**config.mk**
```make
export PLATFORM = sky130hd
export DESIGN_NAME = stream_demux_flat
export DESIGN_NICKNAME = d
export VERILOG_FILES = /design/src/rtl/stream_demux_if.sv /design/src/rtl/stream_demux.sv /design/src/flat_wrapper.sv
export SDC_FILE = /design/constraint.sdc
export NUM_CORES = 1
export LEC_CHECK = 0
export ABC_AREA = 1
export BUFFER_PORTS_ARGS = -buffer_cell sky130_fd_sc_hd__clkbuf_2
export CAP_MARGIN = 40
export CORE_MARGIN = 8
export CORE_UTILIZATION = 30
export DETAILED_ROUTE_END_ITERATION = 8
export MAX_ROUTING_LAYER = met4
export PLACE_DENSITY = 0.66
export SLEW_MARGIN = 20
export SYNTH_ARGS = -nofsm -noshare
export SYNTH_HDL_FRONTEND = slang
export SYNTH_SLANG_ARGS = --single-unit
```
**constraint.sdc**
```tcl
create_clock -name clk -period 3.2 [get_ports clk]
set_clock_uncertainty 0.05 [all_clocks]
set_input_delay 0.32 -clock clk [delete_from_list [all_inputs] [get_ports clk]]
set_output_delay 0.32 -clock clk [all_outputs]
set_load 0.005 [all_outputs]
```
**src/rtl/stream_demux_if.sv**
```systemverilog
`default_nettype none
// +----------------------------------------------------------------------------+
// | Module   : stream_demux_if                                                 |
// | Brief    : Bundle of the input stream and the two output streams of        |
// |            stream_demux. The slave modport is the demux view.              |
// | Revision : 1.0                                                             |
// +----------------------------------------------------------------------------+
interface stream_demux_if #(
    parameter int WIDTH = 8
);
    logic             sel;
    logic             in_valid;
    logic [WIDTH-1:0] in_data;
    logic             in_ready;
    logic             out_a_valid;
    logic [WIDTH-1:0] out_a_data;
    logic             out_a_ready;
    logic             out_b_valid;
    logic [WIDTH-1:0] out_b_data;
    logic             out_b_ready;

    modport master (
        output sel, in_valid, in_data, out_a_ready, out_b_ready,
        input  in_ready, out_a_valid, out_a_data, out_b_valid, out_b_data
    );

    modport slave (
        input  sel, in_valid, in_data, out_a_ready, out_b_ready,
        output in_ready, out_a_valid, out_a_data, out_b_valid, out_b_data
    );
endinterface
`default_nettype wire

```
**src/rtl/stream_demux.sv**
```systemverilog
`default_nettype none
// +----------------------------------------------------------------------------+
// | Module   : stream_demux                                                    |
// | Brief    : 1-to-2 valid/ready stream demultiplexer with a one-entry        |
// |            holding register per output. Optional transfer counters are     |
// |            enabled by defining STREAM_DEMUX_CNT_EN.                        |
// | Revision : 1.0                                                             |
// +----------------------------------------------------------------------------+
module stream_demux #(
    parameter int WIDTH = 8
) (
    input  logic          clk,
    input  logic          rst,
    stream_demux_if.slave bus
`ifdef STREAM_DEMUX_CNT_EN
    ,
    output logic [7:0]    cnt_a,
    output logic [7:0]    cnt_b
`endif
);
    localparam logic [0:0] ST_EMPTY = 1'b0;
    localparam logic [0:0] ST_FULL  = 1'b1;

    logic [0:0]       state_a_q, state_a_d;
    logic [0:0]       state_b_q, state_b_d;
    logic [WIDTH-1:0] data_a_q, data_a_d;
    logic [WIDTH-1:0] data_b_q, data_b_d;
    logic             in_ready;
    logic             in_fire;
    logic             load_a, load_b;
    logic             pop_a, pop_b;

    // Ready looks only at the register chosen by sel, so a stalled
    // neighbour never blocks traffic to the other output.
    always_comb begin
        in_ready = 1'b0;
        if (!rst) begin
            if (bus.sel) begin
                in_ready = (state_b_q == ST_EMPTY) || bus.out_b_ready;
            end else begin
                in_ready = (state_a_q == ST_EMPTY) || bus.out_a_ready;
            end
        end
    end

    assign in_fire = bus.in_valid & in_ready;
    assign load_a  = in_fire & ~bus.sel;
    assign load_b  = in_fire &  bus.sel;
    assign pop_a   = (state_a_q == ST_FULL) & bus.out_a_ready;
    assign pop_b   = (state_b_q == ST_FULL) & bus.out_b_ready;

    always_ff @(posedge clk) begin
        if (rst) begin
            state_a_q <= ST_EMPTY;
            state_b_q <= ST_EMPTY;
            data_a_q  <= '0;
            data_b_q  <= '0;
        end else begin
            state_a_q <= state_a_d;
            state_b_q <= state_b_d;
            data_a_q  <= data_a_d;
            data_b_q  <= data_b_d;
        end
    end

    always_comb begin
        state_a_d = state_a_q;
        state_b_d = state_b_q;
        data_a_d  = load_a ? bus.in_data : data_a_q;
        data_b_d  = load_b ? bus.in_data : data_b_q;

        case (state_a_q)
            ST_EMPTY: if (load_a)           state_a_d = ST_FULL;
            ST_FULL:  if (pop_a && !load_a) state_a_d = ST_EMPTY;
            default:                        state_a_d = ST_EMPTY;
        endcase

        case (state_b_q)
            ST_EMPTY: if (load_b)           state_b_d = ST_FULL;
            ST_FULL:  if (pop_b && !load_b) state_b_d = ST_EMPTY;
            default:                        state_b_d = ST_EMPTY;
        endcase
    end

    always_comb begin
        bus.in_ready    = in_ready;
        bus.out_a_valid = (state_a_q == ST_FULL);
        bus.out_a_data  = data_a_q;
        bus.out_b_valid = (state_b_q == ST_FULL);
        bus.out_b_data  = data_b_q;
    end

`ifdef STREAM_DEMUX_CNT_EN
    logic [7:0] cnt_a_q, cnt_a_d;
    logic [7:0] cnt_b_q, cnt_b_d;

    // 8-bit adders wrap 255 -> 0 on their own.
    always_comb begin
        cnt_a_d = cnt_a_q + {7'd0, pop_a};
        cnt_b_d = cnt_b_q + {7'd0, pop_b};
    end

    always_ff @(posedge clk) begin
        if (rst) begin
            cnt_a_q <= 8'd0;
            cnt_b_q <= 8'd0;
        end else begin
            cnt_a_q <= cnt_a_d;
            cnt_b_q <= cnt_b_d;
        end
    end

    assign cnt_a = cnt_a_q;
    assign cnt_b = cnt_b_q;
`endif

endmodule
`default_nettype wire

```
**src/flat_wrapper.sv**
```systemverilog
// flat-port wrapper written by rule: the top's interface ports become plain ports
module stream_demux_flat 
#(
    parameter int WIDTH = 8
)
  (clk, rst, bus_sel, bus_in_valid, bus_in_data, bus_out_a_ready, bus_out_b_ready, bus_in_ready, bus_out_a_valid, bus_out_a_data, bus_out_b_valid, bus_out_b_data);
  stream_demux_if #(.WIDTH(WIDTH)) bus_i ();
  input  logic clk;
  input  logic rst;
  input wire logic [$bits(bus_i.sel)-1:0] bus_sel;
  input wire logic [$bits(bus_i.in_valid)-1:0] bus_in_valid;
  input wire logic [$bits(bus_i.in_data)-1:0] bus_in_data;
  input wire logic [$bits(bus_i.out_a_ready)-1:0] bus_out_a_ready;
  input wire logic [$bits(bus_i.out_b_ready)-1:0] bus_out_b_ready;
  output wire logic [$bits(bus_i.in_ready)-1:0] bus_in_ready;
  output wire logic [$bits(bus_i.out_a_valid)-1:0] bus_out_a_valid;
  output wire logic [$bits(bus_i.out_a_data)-1:0] bus_out_a_data;
  output wire logic [$bits(bus_i.out_b_valid)-1:0] bus_out_b_valid;
  output wire logic [$bits(bus_i.out_b_data)-1:0] bus_out_b_data;
  assign bus_i.sel = bus_sel;
  assign bus_i.in_valid = bus_in_valid;
  assign bus_i.in_data = bus_in_data;
  assign bus_i.out_a_ready = bus_out_a_ready;
  assign bus_i.out_b_ready = bus_out_b_ready;
  assign bus_in_ready = bus_i.in_ready;
  assign bus_out_a_valid = bus_i.out_a_valid;
  assign bus_out_a_data = bus_i.out_a_data;
  assign bus_out_b_valid = bus_i.out_b_valid;
  assign bus_out_b_data = bus_i.out_b_data;
  stream_demux #(.WIDTH(WIDTH)) u_core (.clk(clk), .rst(rst), .bus(bus_i));
endmodule
```
==> impl_metrics.env <==
export IMPL_rows=18
export IMPL_period_minus_slack_ns=1.69
export IMPL_critPathKind="in -> out"
export IMPL_setup_ws_ns=1.51
export IMPL_grt_pass1_vias=751
export IMPL_dp_hpwl_um=1520
export IMPL_synth_cell_types=15
export IMPL_fmax_ghz=0.591
export IMPL_worst_pin_slew_ns=0.406
export IMPL_worst_ep_arrival_time_ns=1.32
export IMPL_placed_cell_area_um2=935
export IMPL_relSlewSlack_pct=72.9
export IMPL_clk_latency_ns=0.29
export IMPL_viasPerCell=4.53
export IMPL_grt_overflow_total=0
export IMPL_ir_worst_vdd_mv=0.380
export IMPL_cts_setup_buffers=0
export IMPL_critPathLaunchType="input pin"
export IMPL_synth_async_reset_ratio_pct=0
export IMPL_path_max_fanout=11
export IMPL_numCtsBuffers=3
export IMPL_cts_tree="built"
export IMPL_synth_seq_area_share_pct=46.5
export IMPL_insertedDiodeCount=0
export IMPL_die_width_um=66.9
export IMPL_place_ws_ns=1.48
export IMPL_io_buffers=32
export IMPL_clkSlewWorstSetupHoldPaths_ns=0.10
export IMPL_syn_avg_cell_area_um2=7.46
export IMPL_finalSetupTns_ns=0
export IMPL_rsz0062_at_grt="false"
export IMPL_r2r_worst_path_cells=4
export IMPL_finalHoldWorstSlack_ns=0.290
export IMPL_cellLeakagePower_nw=0.515
export IMPL_drive_above_1_share_pct=31.6
export IMPL_drtIter0Drc=7
export IMPL_antenna_found_initial=0
export IMPL_wl_met2_um=859
export IMPL_fill_cells=269
export IMPL_min_to="u_core.bus.out_b_valid"
export IMPL_synth_top_cell_area_share_pct=46.5
export IMPL_area_delta_synth_final_pct=25.2
export IMPL_clock_sinks=18
export IMPL_start_util_pct=31.6
export IMPL_drt_pass1_iter_count=6
export IMPL_cp_data_required_time_ns=2.83
export IMPL_grtUsageTotal_pct=9.07
export IMPL_drt_wl_total_um=1860
export IMPL_globalplace_congestion=0.712
export IMPL_synthTopCellsByCount="nor2_1 (34), dfxtp_1 (18), inv_1 (12)"
export IMPL_drc=0
export IMPL_htreeDepth=1
export IMPL_r2r_slack_ns=1.93
export IMPL_netlist_instances=104
export IMPL_die_y_um=66.9
export IMPL_synth_seq_cells=18
export IMPL_top_layer="met4"
export IMPL_m1WireLength_um=840
export IMPL_antenna_left=0
export IMPL_synth_nets=118
export IMPL_hold_path_depth=2
export IMPL_placed_cells=162
export IMPL_synth_enable_flop_cells=0
export IMPL_nets=151
export IMPL_hp_start="rst"
export IMPL_cts_max_path_buffers=2
export IMPL_coreArea_mm2=0.00245
export IMPL_power_density_mw_per_mm2=447
export IMPL_fin_area_um2=971
export IMPL_dr_wl_met3_um=143
export IMPL_dieArea_mm2=0.00447
export IMPL_io_pins=33
export IMPL_end_kind="primary output"
export IMPL_hold_path_class="in -> reg"
export IMPL_routedWlPerCell_um=11.2
export IMPL_finalHoldViolCount=0
export IMPL_cap_violations=0
export IMPL_num_vias=752
export IMPL_syn_area_um2=776
export IMPL_instances_no_fill=166
export IMPL_fin_util_pct=39.6
export IMPL_worstReg2RegEnd="u_core.bus.out_b_data[2]"
export IMPL_yosysMostFrequentCell="nor2_1"
export IMPL_ys_warn_count=0
export IMPL_r2r_start="u_core.bus.out_b_valid"
export IMPL_grt_pass1_wl_um=3140
export IMPL_finalPower_mw=0.434
export IMPL_finalCritPeriodShare_pct=52.9
export IMPL_grt_max_degree=18
export IMPL_ys_flop_type="dfxtp_1"
export IMPL_synth_area_leaders="dfxtp_1 (46%), nor2_1 (16%), nand4_1 (6.5%), a21oi_1 (5.8%), inv_1 (5.8%)"
export IMPL_yosys_area_top_type="dfxtp_1"
export IMPL_slew_violations=0
export IMPL_setup_viol=0
export IMPL_cts_resized=0
export IMPL_cts_root_buf="clkbuf_4"
export IMPL_ctsHoldBuffers=0
export IMPL_status="finished clean"
==> power by group <==
part / total [mW] / switching, mW / internal, mW / leakage (nW)
sequential: 0.239 / 0.00514 / 0.233 / 0.147
combinational: 0.0574 / 0.0340 / 0.0233 / 0.347
clock: 0.138 / 0.0687 / 0.0693 / 0.0210
==> layer usage <==
metal,vias to the layer above,GRT usage (%)
li1,392,-
met1,332,9.62
met2,26,14.9
met3,2,4.19
met4,0,2.35
met5,-,-
==> worst max-delay path: stages <==
cell and delay [ns]:
clkbuf_2 0.18, inv_1 0.28, nand2_1 0.11, nor2_2 0.25, clkbuf_2 0.18
==> placed cells by master (no fill, tap or decap), types with 2 or more instances in the layout <==
master / n
nor2_1: 34
clkbuf_2: 32
dfxtp_1: 18
inv_1: 12
nand2_1: 11
a21oi_1: 9
nand4_1: 8
clkbuf_4: 3
nor2_2: 2
nand4_2: 2
==> cell type report <==
class	count	area (um2)	area share (%)
clock buffers	4	36.3	3.74
flip-flops and latches	18	360	37.1
well taps	30	37.5	3.87
inverters	13	48.8	5.03
multi-input cells	69	328	33.8
repair buffers	32	160	16.5
==> how the worst max path moves through the flow <==
stage,startpoint,cells past startpoint,endpoint,slack [ns]
6_report,rst,5,bus_in_ready,1.51
5_1_grt,rst,5,bus_in_ready,1.42
4_1_cts,rst,5,bus_in_ready,1.49
3_5_place_dp,rst,5,u_core.bus.out_b_data[2],1.48
3_3_place_gp,rst,5,bus_in_ready,1.54
2_1_floorplan,rst,7,u_core.bus.out_a_data[0],2.00
==> logic make-up (layout without fill, tap and decap cells) <==
kind of cell	Yosys count	after routing	synth area share, %
buffers and inverters	17	49	11.3
AOI/OAI and AO/OA	9	9	5.81
and+or+nand+nor	60	60	36.5
DFF	18	18	46.5
==> registers in the layout, indices dropped and copies added, names as in the netlist <==
register and flops:
u_core.bus.out_b_valid 1, u_core.bus.out_a_data 8, u_core.bus.out_a_valid 1, u_core.bus.out_b_data 8
Note: power is estimated with default switching activity, not from simulation.
